**src/rtl/series_pkg.sv**
```systemverilog
// Shared definitions for the series-evaluation sequencer: controller state
// encoding, Q4.11 fixed-point constants and a small zero-test helper.
package series_pkg;

  localparam int DATA_W    = 16;
  localparam int FRAC_BITS = 11;
  localparam logic [DATA_W-1:0] ONE_Q = 16'h0800;

  typedef enum logic [2:0] {
    IDLE      = 3'd0,
    INIT      = 3'd1,
    MUL_REQ   = 3'd2,
    LOAD_TERM = 3'd3,
    ACCUM     = 3'd4,
    DONE      = 3'd5
  } state_t;

  // True when a fixed-point value has underflowed to exactly zero.
  function automatic logic is_zero_q(input logic [DATA_W-1:0] value);
    return (value == {DATA_W{1'b0}});
  endfunction

endpackage

```
**src/rtl/ack_timeout_cnt.sv**
```systemverilog
// Bounded wait counter for the multiply/divide handshake. Counts cycles
// while enable is high; expired flags the last permitted waiting cycle so the
// controller can leave on the same edge that would reach LIMIT.
module ack_timeout_cnt #(
  parameter int LIMIT = 15
) (
  input  logic clk,
  input  logic rst,
  input  logic clear,
  input  logic enable,
  output logic expired
);

  localparam int CNT_W = (LIMIT < 2) ? 1 : $clog2(LIMIT + 1);

  logic [CNT_W-1:0] count_r;

  // Wait-cycle counter: reset and clear dominate, otherwise count while waiting.
  always_ff @(posedge clk) begin
    if (rst) begin
      count_r <= {CNT_W{1'b0}};
    end else if (clear) begin
      count_r <= {CNT_W{1'b0}};
    end else if (enable) begin
      count_r <= count_r + CNT_W'(1);
    end else begin
      count_r <= count_r;
    end
  end

  assign expired = enable && (count_r == CNT_W'(LIMIT - 1));

endmodule

```
**src/rtl/series_term_ctrl.sv**
```systemverilog
// Sequencer for the iterative series datapath (term register, sum
// accumulator, shared multiply/divide unit). After a start it presets term
// and sum, then runs N_TERMS request/load/accumulate iterations.
// Optional feature macro: SERIES_EARLY_EXIT_EN -- stop early once the term
// register reads zero after its load.
module series_term_ctrl
  import series_pkg::*;
#(
  parameter int N_TERMS     = 8,
  parameter int IDX_W       = 8,
  parameter int ACK_TIMEOUT = 15
) (
  input  logic              clk,
  input  logic              custom_reset,
  input  logic              start,
  input  logic [15:0]       term_in,
  input  logic              mul_ack,
  output logic              term_reset,
  output logic              term_load,
  output logic              sum_reset,
  output logic              sum_load,
  output logic              mul_req,
  output logic [IDX_W-1:0]  iter,
  output logic              busy,
  output logic              done,
  output logic              error
);

  // Reject parameter sets where the iteration index could wrap.
  if (N_TERMS < 1 || N_TERMS > 255 || N_TERMS > (2**IDX_W) - 1) begin : g_bad_n_terms
    $error("series_term_ctrl: N_TERMS out of range for IDX_W");
  end
  if (ACK_TIMEOUT < 1) begin : g_bad_timeout
    $error("series_term_ctrl: ACK_TIMEOUT must be at least 1");
  end
  if (ONE_Q != (DATA_W'(1) << FRAC_BITS)) begin : g_bad_one_q
    $error("series_term_ctrl: ONE_Q does not match FRAC_BITS");
  end

  state_t state_r;
  state_t state_next_s;

  logic ack_wait_s;
  logic ack_clear_s;
  logic ack_expired_s;
  logic last_iter_s;
  logic early_exit_s;

  assign ack_wait_s  = (state_r == MUL_REQ) && !mul_ack;
  assign ack_clear_s = (state_r != MUL_REQ) || mul_ack;
  assign last_iter_s = (iter == IDX_W'(N_TERMS));

`ifdef SERIES_EARLY_EXIT_EN
  assign early_exit_s = is_zero_q(term_in);
`else
  logic unused_term_in;
  assign unused_term_in = ^term_in;
  assign early_exit_s   = 1'b0;
`endif

  ack_timeout_cnt #(
    .LIMIT (ACK_TIMEOUT)
  ) u_ack_timeout (
    .clk     (clk),
    .rst     (custom_reset),
    .clear   (ack_clear_s),
    .enable  (ack_wait_s),
    .expired (ack_expired_s)
  );

  // Next-state decode for the sequencer.
  always_comb begin
    state_next_s = state_r;
    case (state_r)
      IDLE: begin
        if (start) state_next_s = INIT;
        else       state_next_s = IDLE;
      end
      INIT: state_next_s = MUL_REQ;
      MUL_REQ: begin
        if (mul_ack)            state_next_s = LOAD_TERM;
        else if (ack_expired_s) state_next_s = DONE;
        else                    state_next_s = MUL_REQ;
      end
      LOAD_TERM: state_next_s = ACCUM;
      ACCUM: begin
        if (last_iter_s || early_exit_s) state_next_s = DONE;
        else                             state_next_s = MUL_REQ;
      end
      DONE:    state_next_s = IDLE;
      default: state_next_s = IDLE;
    endcase
  end

  // State register plus strobes registered from the state being entered, so
  // each output is flop-driven yet aligned with the state it belongs to.
  always_ff @(posedge clk) begin
    if (custom_reset) begin
      state_r    <= IDLE;
      term_reset <= 1'b0;
      sum_reset  <= 1'b0;
      mul_req    <= 1'b0;
      term_load  <= 1'b0;
      sum_load   <= 1'b0;
      done       <= 1'b0;
      busy       <= 1'b0;
    end else begin
      state_r    <= state_next_s;
      term_reset <= (state_next_s == INIT);
      sum_reset  <= (state_next_s == INIT);
      mul_req    <= (state_next_s == MUL_REQ);
      term_load  <= (state_next_s == LOAD_TERM);
      sum_load   <= (state_next_s == ACCUM);
      done       <= (state_next_s == DONE);
      busy       <= (state_next_s != IDLE);
    end
  end

  // Iteration index: 1 after INIT, +1 per continued iteration, held otherwise.
  always_ff @(posedge clk) begin
    if (custom_reset) begin
      iter <= {IDX_W{1'b0}};
    end else if (state_r == INIT) begin
      iter <= IDX_W'(1);
    end else if ((state_r == ACCUM) && (state_next_s == MUL_REQ)) begin
      iter <= iter + IDX_W'(1);
    end else begin
      iter <= iter;
    end
  end

  // Sticky timeout flag: cleared by an accepted start, set on ack timeout.
  always_ff @(posedge clk) begin
    if (custom_reset) begin
      error <= 1'b0;
    end else if ((state_r == IDLE) && start) begin
      error <= 1'b0;
    end else if ((state_r == MUL_REQ) && !mul_ack && ack_expired_s) begin
      error <= 1'b1;
    end else begin
      error <= error;
    end
  end

endmodule

```
**config.mk**
```make
export PLATFORM = sky130hd
export DESIGN_NAME = series_term_ctrl
export DESIGN_NICKNAME = d
export VERILOG_FILES = /design/src/rtl/series_pkg.sv /design/src/rtl/ack_timeout_cnt.sv /design/src/rtl/series_term_ctrl.sv
export SDC_FILE = /design/constraint.sdc
export NUM_CORES = 1
export LEC_CHECK = 0
export ABC_AREA = 1
export CAP_MARGIN = 20
export CELL_PAD_IN_SITES_DETAIL_PLACEMENT = 1
export CELL_PAD_IN_SITES_GLOBAL_PLACEMENT = 2
export CORE_MARGIN = 1.5
export CORE_UTILIZATION = 23
export CTS_BUF_LIST = sky130_fd_sc_hd__clkbuf_8 sky130_fd_sc_hd__clkbuf_16
export DETAILED_ROUTE_END_ITERATION = 7
export PLACE_DENSITY_LB_ADDON = 0.1
export SYNTH_ARGS = -nofsm -noshare
export SYNTH_HDL_FRONTEND = slang
export SYNTH_SLANG_ARGS = --single-unit
```
**constraint.sdc**
```tcl
create_clock -name clk -period 1.19 [get_ports clk]
set_input_delay 0.357 -clock clk [delete_from_list [all_inputs] [get_ports clk]]
set_output_delay 0.357 -clock clk [all_outputs]
set_load 0.005 [all_outputs]
```
Word-level counts from Yosys, hierarchy flattened
Cells that the tools add are included.
- bits in registers: 22
- input port bits: 20
- output and inout bits: 16
- logic and storage cells: 45
- add/subtract/negate cells: 2
- eq/ne operators: 12
- multiplexer cells: 7
- reductions and logical operators: 13
- operators with widths (operator ; number):
    $pmux 3 s5 ; 1
    $eq 3x2->1 const B ; 4
    $eq 3x3->1 const B ; 3
    $mux 3 ; 3
    $add 8x1->8 const B ; 1
    $eq 8x4->1 const B ; 1
    $eq 3x1->1 const B ; 2
    $reduce_or 2->1 ; 3
    $logic_and 1x1->1 ; 5
    $add 4x1->4 const B ; 1
    $eq 4x4->1 const B ; 1
    $logic_not 3->1 ; 1
    $mux 1 ; 3
    $ne 3x2->1 const B ; 1
    $reduce_bool 3->1 ; 1
    $reduce_bool 2->1 ; 1
    $logic_not 1->1 ; 1
    $logic_or 1x1->1 ; 1

Logic depth before layout (Yosys ltp)
Gate-level depths: netlist of the first run.
- depth in word-level cells: 10
- gate-level depth with buffers: 8
- depth with buffers taken out: 8

Modules after synthesis
Synthesis of the first run repeated with hierarchy kept, for this count alone.
- cells, all modules: 157
- area, all modules: 1186.1 um2
- by module, submodules not included (module ; instances ; cells an instance ; area an instance (um2) ; sequential area each (um2)):
    series_term_ctrl ; 1 ; 131 ; 993.5 ; 360.3
    ack_timeout_cnt ; 1 ; 26 ; 192.7 ; 80.1

Least setup slack after synthesis of the first run
OpenSTA, ideal clock, no wires.
- kind: register -> register
- start: reg iter[0]
- end: reg iter[3]
- setup time: 0.113 ns
- data arrival time: 1.198 ns
- required time: 1.077 ns
- setup slack: -0.121 ns
- stages on the path, launching flop included: 9
- path buffers: 0
- period minus slack after synthesis: 1.311 ns
- cells stage by stage: dfxtp_1 inv_1 ha_1 nand3_4 nor2_8 nor2_8 nand2_1 nand2_1 a21oi_2
- word-level cells in the longest chain between the ends: 5
- elaborated cells on any way between the ends: 6
- those cells by class: 1 x add/sub; 2 x eq/ne; 2 x mux; 1 x reduce/logical
- ends and longest elaborated chain (what ; RTL line ; text):
    from (decl) ; series_term_ctrl.sv:23 ; output logic [IDX_W-1:0] iter,
    from (signal assigned) ; series_term_ctrl.sv:122 ; iter <= {IDX_W{1'b0}};
    from (signal assigned) ; series_term_ctrl.sv:126 ; iter <= iter + IDX_W'(1);
    from (signal assigned) ; series_term_ctrl.sv:128 ; iter <= iter;
    $eq 8x4->1 ; series_term_ctrl.sv:51 ; assign last_iter_s = (iter == IDX_W'(N_TERMS));
    $mux 3 ; series_term_ctrl.sv:87 ; if (last_iter_s || early_exit_s) state_next_s = DONE;
    $pmux 3 s5 ; series_term_ctrl.sv:74 ; case (state_r)
    $eq 3x2->1 ; series_term_ctrl.sv:125 ; end else if ((state_r == ACCUM) && (state_next_s == MUL_REQ)) begin
    $logic_and 1x1->1 ; series_term_ctrl.sv:125 ;
Parallel ways exist; a longest one is shown, timed or not.
A chain may end at the register's enable or synchronous reset.

Worst setup path after layout of the first run
- start: reg iter[1]
- end: reg iter[4]
The elaborated chain is that of the path after synthesis.

==> metrics.cfg, run 1 <==
[run_status]
status = finished, violations left
violations = negative setup slack

[sta]
hold_viol_final = 0
rsz0062_at_grt = true
setup_violations = 16
fin_ws_ps = -163
drv_slew = 0
whs_ps = 475
fin_crit_sh_pct = 114
relSlewSlack_pct = 83.9
period_needed_ps = 1350
tightest_slew_ps = 241
fmax_mhz = 739
skew_ps = 2.93

[power_and_ir_drop]
internal_power_mw = 1.38
p_sw_share_pct = 24.7
power.net_switching_uw = 452
vdd_drop_max_mv = 0.416
combPwrFrac_pct = 18.0
power_density_nw_per_um2 = 948
seq_power_share_pct = 42.6
power_frac_clock_pct = 39.3
power_mw = 1.83
total_leakage_power_nw = 0.877

[yosys]
synth_edf_count = 0
synth_cell_types = 27
syn_inst = 146
syn_area_um2 = 1150
syn-num-nets = 170
yosysMostFrequentCell = nand2_1
synth_seq_area_share_pct = 38.1
yosysTopAreaCell = dfxtp_1
syn_avg_cell_area_um2 = 7.91
yosys-top-cells-count = nand2_1, dfxtp_1, inv_1
yosys_warnings = 0
synth_top_flop_cell = dfxtp_1
ys_ff_latch = 22
synthArstFlopShare_pct = 0
synth.top_cell.area_share_pct = 38.1
synth_area_leaders = dfxtp_1, nand2_1, inv_1, nor2_8, nor2_1

[detailed_routing]
vias = 1119
drt_iter0_drc = 24
drt_first_pass_iters = 2
wl_per_cell_um = 12.5
postRouteAntennaNets = 0
drc = 0
vias_per_cell = 4.10
drt_wl_total_mm = 3.40

[critical_path]
crit_fanout = 4
critPathRequiredTime_ps = 1390
startpoint = iter[1]
worstPathArrival_ps = 1560
start_kind = flip-flop
critPathCaptureType = flip-flop
reg2reg_slack_ps = -160
r2r_cells = 9
critPathKind = reg2reg
r2r_end = iter[4]
r2r-start = iter[1]

[min_path]
hold_depth = 2
hp-class = reg2reg
hold-path-endpoint = error
min_from = error

[die]
core-area_um2 = 4790
rows = 25
start_util_pct = 24.1
die_h_um = 73.9
die_width_um = 73.9
die_area_um2 = 5460
num_io_pins = 36

[clock_tree]
numCtsBuffers = 3
clock_sinks = 22
clk_pin_slew_worst_paths_ps = 90
holdBufCountCts = 0
cts_tree = done
clock-root-buffer = clkbuf_8
htree_levels = 1
clock_path_buffers = 2
clk_latency_ps = 270

[cells_and_area]
drive_gt1_share_pct = 62.6
nets = 231
diodes = 0
finalNonFillerCells = 273
syn_to_final_growth_pct = 67.3

[grt]
overflow = 0
antenna_found_initial = 0
grt_pass1_wl_mm = 5.97
grt_use_total_pct = 14.5
grt.met3_usage_pct = 2.61
gr-max-usage-layer = met2
grtUsageMet2_pct = 26.2
gr-usage-met1_pct = 17.5
grt_max_degree = 14
first_global_vias = 1295

[place]
numPortBuffers = 19
gp_congestion = 0.783
place_hpwl_mm = 2.46
place_inst = 257
place_ws_ps = -345

[run]
cap_viol_max_count = 0

==> critical path, cell delays in order (launching register included) <==
cell,delay [ps]
dfxtp_2,340
buf_6,100
inv_4,30
ha_4,150
nand3_4,100
nor2_8,60
buf_6,120
nor2_4,190
nand2_2,80
a21oi_2,110
==> how the worst max path moves through the flow <==
stage / endpoint / slack [ps] / cells after the start
6_report: iter[4] / -160 / 9
5_1_grt: iter[6] / -230 / 9
4_1_cts: iter[4] / -180 / 9
3_5_place_dp: busy / -350 / 5
3_3_place_gp: busy / -340 / 5
2_1_floorplan: iter[3] / 0.1 / 8
==> stage by stage <==
step / cell area (um^2) / TNS, ps / util (%)
finish: 1930 / -1490 / 40.4
global route: 1930 / -2680 / 40.4
CTS: 1910 / -1870 / 39.9
detailed placement: 1620 / -4440 / 33.9
global placement: 1620 / -4090 / 33.9
floorplan: 1160 / 0 / -
==> cells by family (layout without fill, tap and decap cells) <==
| kind of cell | count (synthesis) | count (layout) | share of synthesized area (%) |
|---|---|---|---|
| and+or+nand+nor | 79 | 80 | 38.9 |
| buffers and inverters | 25 | 84 | 9.10 |
| DFF | 22 | 22 | 38.1 |
| AOI/OAI and AO/OA | 13 | 13 | 7.26 |
| adders and majority gates | 4 | 4 | 4.33 |
| xor gates and xnor gates | 3 | 3 | 2.28 |
==> sequential cells by signal, summed over array words and instances (netlist names) <==
name,cells
iter,8
state_r,3
u_ack_timeout.count_r,4
sum_load,1
mul_req,1
error,1
done,1
sum_reset,1
busy,1
term_load,1
==> final cells by class <==
| class | count | area [um^2] |
|---|---|---|
| fillers | 576 | 2850 |
| multi-input cells | 100 | 778 |
| flip-flops and latches | 22 | 460 |
| repair buffers | 57 | 447 |
| inverters | 23 | 91.3 |
| well taps | 67 | 83.8 |
| clock buffers | 3 | 41.3 |
| clock inverters | 1 | 30.0 |
==> what timing repair did <==
action | in CTS | in global routing
setup endpoints to repair | 32 | 35
pin swaps | 14 | 16
setup buffers | 9 | 2
hold endpoints to repair | 0 | 0
gates cloned | 1 | 0
resized for setup | 79 | 30
==> power by group through the flow <==
stage / Sequential (mW) / Clock [mW] / Combinational, mW
after floorplan: 0.803 / 0 / 0.128
after global placement: 0.799 / 0 / 0.264
after detailed placement: 0.801 / 0 / 0.270
after CTS: 0.780 / 0.757 / 0.318
after global routing: 0.785 / 0.794 / 0.365
final: 0.781 / 0.720 / 0.331
==> per-layer routing <==
| metal | wire (um) | up-vias |
|---|---|---|
| met4 | 27 | 0 |
| met1 | 1520 | 529 |
| met5 | 0 | - |
| li1 | - | 579 |
| met3 | 49 | 2 |
| met2 | 1800 | 9 |
==> cell usage in the layout (no fill, tap or decap), types with 2 or more instances in the layout <==
cell             instances
clkdlybuf4s50_1          3
nand2_2                 11
buf_4                   33
xor2_1                   2
o21ai_2                  4
clkbuf_8                 3
clkbuf_2                10
nand3_2                  3
ha_4                     2
nor2_4                   5
nand3b_1                 2
inv_1                   14
dfxtp_2                 13
nand3_4                  4
nand4_1                  2
nand3_1                  7
clkdlybuf4s15_1          4
nand2_4                  3
a21oi_2                  8
nand2_1                 24
nor2_8                   3
nor2_1                   9
dfxtp_1                  8
buf_6                    6
inv_2                    7
nor2_2                   6
inv_4                    2
Power figures use the tool's default switching activity.
==> run 2, diff against run 1 <==
Settings changed: CTS_CLUSTER_DIAMETER set to 30, GPL_TIMING_DRIVEN set to 0.
==> run 2 against run 1 <==
Largest cell class unchanged. The flow still finishes with violations (negative setup slack). Fmax up 5.6%. Register-to-register slack better by 70 ps. Largest power group unchanged. Cell count down 8.1%. First-iteration DRC count down 42%. Sequential share of layout area up 3.1 points. Global-route usage down 1.3 points. Setup slack better by 72 ps. Critical path depth down 2. Clock skew up 3.8 ps. Clock power up 0.6%.
==> metrics.cfg, run 2 (synthesis gave the netlist of run 1 again) <==
[clock_tree]
clk_pin_slew_worst_paths_ps = 90
clock_sinks = 22
cts_tree = done
holdBufCountCts = 0
clock_path_buffers = 2
numCtsBuffers = 3
clock-root-buffer = clkbuf_8
clk_latency_ps = 270
htree_levels = 1

[cells_and_area]
final_cell_mix = nand2_1, inv_1, dfxtp_2
max_flop_register = iter
reg_top3 = iter: 8 flops, u_ack_timeout.count_r: 4 flops, state_r: 3 flops
multiInputGateArea_um2 = 762
diodes = 0
syn_to_final_growth_pct = 52.3
nets = 209
largest_register_ffs = 8
drive_gt1_share_pct = 55.4
seqCellArea_um2 = 473
final_common_cell = nand2_1
nFillCells = 576

[sta]
setup_violations = 15
whs_ps = 483
fmax_mhz = 780
tightest_slew_ps = 253
fin_crit_sh_pct = 108
skew_ps = 6.77
period_needed_ps = 1280
rsz0062_at_grt = true
fin_ws_ps = -91.8
relSlewSlack_pct = 83.1
hold_viol_final = 0
drv_slew = 0

[die]
start_util_pct = 24.1
core-area_um2 = 4790
num_io_pins = 36
rows = 25
die_h_um = 73.9
die_area_um2 = 5460
die_width_um = 73.9

[detailed_routing]
route.met2.wl_mm = 1.60
drc = 0
wl_per_cell_um = 12.5
top_layer = met4
met1Wirelength_mm = 1.45
drt_iter0_drc = 14
drt_first_pass_iters = 4
met3_length_um = 57
vias_per_cell = 4.13
postRouteAntennaNets = 0
drt_wl_total_mm = 3.13
vias = 1037

[min_path]
hp-class = reg2reg
hold_depth = 2

[power_and_ir_drop]
power_mw = 1.77
vdd_drop_max_mv = 0.441
internal_power_mw = 1.33
total_leakage_power_nw = 0.765
power.net_switching_uw = 448
power_frac_clock_pct = 40.8
seq_power_share_pct = 44.2
combPwrFrac_pct = 14.9
power_density_nw_per_um2 = 1010
p_sw_share_pct = 25.3

[critical_path]
path_cells = buf_6, nor2_4, nand2_4, nor2_8, nor2_8, o21ai_4, nand3_2
crit_fanout = 5
worstPathArrival_ps = 1440
r2r_cells = 7
critPathRequiredTime_ps = 1350
cp_slowest_stage_delay_ps = 350
crit_top_cell = nor2_8
critPathCaptureType = flip-flop
critPathKind = reg2reg
cpMaxStageDelayCell = dfxtp_4
start_kind = flip-flop

[run_status]
violations = negative setup slack
status = finished, violations left

[place]
place_hpwl_mm = 2.11
numPortBuffers = 19
gp_congestion = 0.758

[grt]
overflow = 0
antenna_found_initial = 0
grt_pass1_wl_mm = 5.40
first_global_vias = 1154
grt_max_degree = 14
grt_use_total_pct = 13.2

[run]
cap_viol_max_count = 0

-- run 2: cell types whose count changed in the layout (fill, tap and decap cells not counted), sizes merged --
| cell | previous run | this run |
|---|---|---|
| buf | 39 | 18 |
| clkdlybuf4s15 | 5 | 4 |
| clkdlybuf4s50 | 3 | 2 |
| dlygate4sd2 | 0 | 1 |
-- run 2: critical path, delay by kind of cell (launching register included) --
kind	cells	cell delay [ps]
flip-flops	1	350
AO/OA/AOI/OAI	1	160
AND/OR/NAND/NOR	5	540
buffers and inverters	1	120
-- run 2: through the flow --
stage / cells / setup TNS, ps / area [um^2] / util, % / setup WS [ps]
global route: 251 / -1850 / 1760 / 36.8 / -153
global placement: 232 / -8760 / 1440 / 30.1 / -658
detailed placement: 232 / -8840 / 1440 / 30.1 / -660
CTS: 250 / -784 / 1760 / 36.8 / -100
floorplan: 146 / 0 / 1160 / - / 0.120
finish: 251 / -729 / 1760 / 36.8 / -91.8
-- run 2: power by group through the flow --
stage | logic (mW) | registers (mW) | clock network (mW)
floorplan | 0.128 | 0.803 | 0
global placement | 0.214 | 0.803 | 0
detailed placement | 0.217 | 0.804 | 0
CTS | 0.270 | 0.782 | 0.753
global route | 0.293 | 0.789 | 0.797
finish | 0.265 | 0.784 | 0.724
-- run 2: what timing repair did --
action                                  CTS  global route
endpoints found under the setup margin   36            28
gates cloned                              1             0
pin swaps                                21             4
buffers inserted                         13             2
gates resized for setup                  86            24
-- run 2: final timing paths --
check | end | slack (ps) | from
hold reg to reg | error | 480 | error
setup reg to reg | busy | -90 | iter[7]
setup / recovery | busy | -90 | iter[7]
hold / removal | error | 480 | error
-- run 2: final cells by class --
class / instances / area share [%]
multi-input cells: 100 / 43.3
flip-flops and latches: 22 / 26.9
repair buffers: 34 / 15.1
inverters: 23 / 5.19
well taps: 67 / 4.77
clock buffers: 3 / 2.35
clock inverters: 1 / 1.71
plain buffers: 1 / 0.640
-- run 2: layer usage --
| metal | vias up | GRT usage [%] |
|---|---|---|
| li1 | 531 | - |
| met4 | 0 | 4.32 |
| met1 | 492 | 16.6 |
| met2 | 12 | 22.9 |
| met5 | - | 0 |
| met3 | 2 | 2.19 |
==> run 3, diff against run 2 <==
Settings changed: ABC_AREA 1 to unset, CORE_UTILIZATION 23 to 22.
==> run 3 against run 2 <==
The flow still finishes with violations (negative setup slack). Total power down 16%. Die area is 12% lower. Area after synthesis shrank 17%. Core utilization is 3.0 points higher. Cell area down 7.8%. Clock skew grew 0.52 ps. Sequential cell count unchanged. Sequential power hardly changed. Highest routed layer unchanged.
==> metrics.cfg, run 3 <==
[critical_path]
critPathRequiredTime_ps = 830
path_buf_inv = 2
cp_slowest_stage_delay_ps = 480
critPathCaptureType = primary output
path_delay_family = buffers and inverters
cpMaxStageDelayCell = clkdlybuf4s50_1
path_cells = buf_4, clkdlybuf4s50_1
worstPathArrival_ps = 1170
reg2reg_slack_ps = -330
crit_fanout = 2
critPathKind = reg2out
start_kind = flip-flop

[detailed_routing]
wl_per_cell_um = 13.2
drc = 0
drt_iter0_drc = 16
drt_wl_total_mm = 2.54
vias = 857
drt_first_pass_iters = 4
vias_per_cell = 4.46
postRouteAntennaNets = 0

[clock_tree]
clk_latency_ps = 270
numCtsBuffers = 3
clock-root-buffer = clkbuf_8
htree_levels = 1
cts_tree = done
clk_pin_slew_worst_paths_ps = 80
clock_path_buffers = 2
clock_sinks = 22

[sta]
fin_setup_tns_ps = -3850
tightest_slew_ps = 424
rsz0062_at_grt = true
fin_ws_ps = -338
fmax_mhz = 654
fin_crit_sh_pct = 128
period_needed_ps = 1530
skew_ps = 7.29
setup_violations = 24
hold_viol_final = 0
whs_ps = 468
drv_slew = 0
relSlewSlack_pct = 71.8

[yosys]
syn_avg_cell_area_um2 = 9.61
synth_edf_count = 0
synth_cell_types = 35
synthXorXnorAreaFrac_pct = 8.20
synth_top_family_by_area = simple AND/OR/NAND/NOR gates
yosys_warnings = 0
yosys-top-cells-count = dfxtp_1, nor2_1, inv_1
synthArstFlopShare_pct = 0
synth_compound_area_share_pct = 7.03
synth_top_flop_cell = dfxtp_1
syn_inst = 100
syn_area_um2 = 961
synth_simple_gate_area_share_pct = 28.8
synth.top_cell.area_share_pct = 45.8
synth_seq_area_share_pct = 45.8
syn-num-nets = 124
synth.area.mux_share_pct = 1.04
synthAdderAreaFrac_pct = 5.21
ys_ff_latch = 22
synth_area_leaders = dfxtp_1, nor2_1, xnor2_1, ha_1, inv_1
yosysTopAreaCell = dfxtp_1
yosysMostFrequentCell = dfxtp_1

[place]
numPortBuffers = 18
gp_congestion = 0.699
place_inst = 168
place_hpwl_mm = 1.69

[die]
die_area_um2 = 4770
core-area_um2 = 4090
start_util_pct = 23.5
rows = 23
die_h_um = 69.1
die_width_um = 69.1
num_io_pins = 36

[grt]
antenna_found_initial = 0
gr-usage-met1_pct = 13.9
grt_pass1_wl_mm = 4.33
grt_use_total_pct = 11.4
overflow = 0
grtUsageMet2_pct = 18.7
first_global_vias = 880
grt_max_degree = 13
grt.met3_usage_pct = 2.34
gr-max-usage-layer = met2

[cells_and_area]
max_flop_register = iter
nets = 167
reg_top3 = iter: 8 flops, u_ack_timeout.count_r: 4 flops, state_r: 3 flops
finalNonFillerCells = 192
multiInputGateArea_um2 = 649
diodes = 0
seqCellArea_um2 = 478
final_cell_mix = nor2_1, buf_6, buf_4
nFillCells = 460
drive_gt1_share_pct = 52.1
syn_to_final_growth_pct = 68.9
largest_register_ffs = 8

[run_status]
violations = negative setup slack
status = finished, violations left

[min_path]
hp-class = in2reg

[power_and_ir_drop]
total_leakage_power_nw = 0.659
power_density_nw_per_um2 = 913
power_mw = 1.48
vdd_drop_max_mv = 0.436

[run]
cap_viol_max_count = 0

## run 3: cells by family (layout without fill, tap and decap cells)
kind of cell / count (synthesis) / in the layout
mux: 1 / 1
simple gates: 46 / 46
flops: 22 / 22
xor+xnor: 9 / 9
compound gates: 9 / 9
buf+inv: 9 / 51
fa+ha+maj: 4 / 4
## run 3: metal layers
layer / routed length, um / part of all wire (%)
met4: 57 / 2.2
met2: 1260 / 49
met1: 1150 / 45
met3: 77 / 3.0
met5: 0 / 0
## run 3: area by class of cell
cell class	count	area share, %
Multi-Input combinational cell	69	40.0
Sequential cell	22	29.5
Timing Repair Buffer	38	21.4
Tap cell	50	3.86
Clock buffer	3	2.54
Inverter	7	1.77
Buffer	2	0.694
Clock inverter	1	0.231
## run 3: worst register-to-register path: cells and delay by family (launching register included)
family / cells / cell delay, ps
and+or+nand+nor: 4 / 880
DFF: 1 / 360
adders and majority gates: 1 / 130
buffers and inverters: 1 / 60
## run 3: repair_timing
item,in CTS,in global routing
hold buffers,0,0
gates cloned,0,0
pin swaps,10,10
gates resized for setup,76,23
buffers inserted,18,4
endpoints found under the setup margin,38,35
## run 3: final timing paths
kind | from | to | cells after the start
max | sum_reset | term_reset | 2
min | custom_reset | state_r[0] | 2
max reg2reg | iter[0] | sum_reset | 6
min reg2reg | error | error | 2
## run 3: through the flow
stage	worst slack, ps	util, %	instance area [um^2]
detailed placement	-656	30.8	1260
global route	-400	39.7	1620
CTS	-369	38.1	1560
global placement	-538	30.8	1260
finish	-338	39.7	1620
floorplan	-210	-	1010
## run 3: report_power, final
group	switching [mW]	leakage [nW]	internal [mW]
combinational	0.0977	0.448	0.122
sequential	0.0320	0.188	0.752
clock	0.247	0.0231	0.231
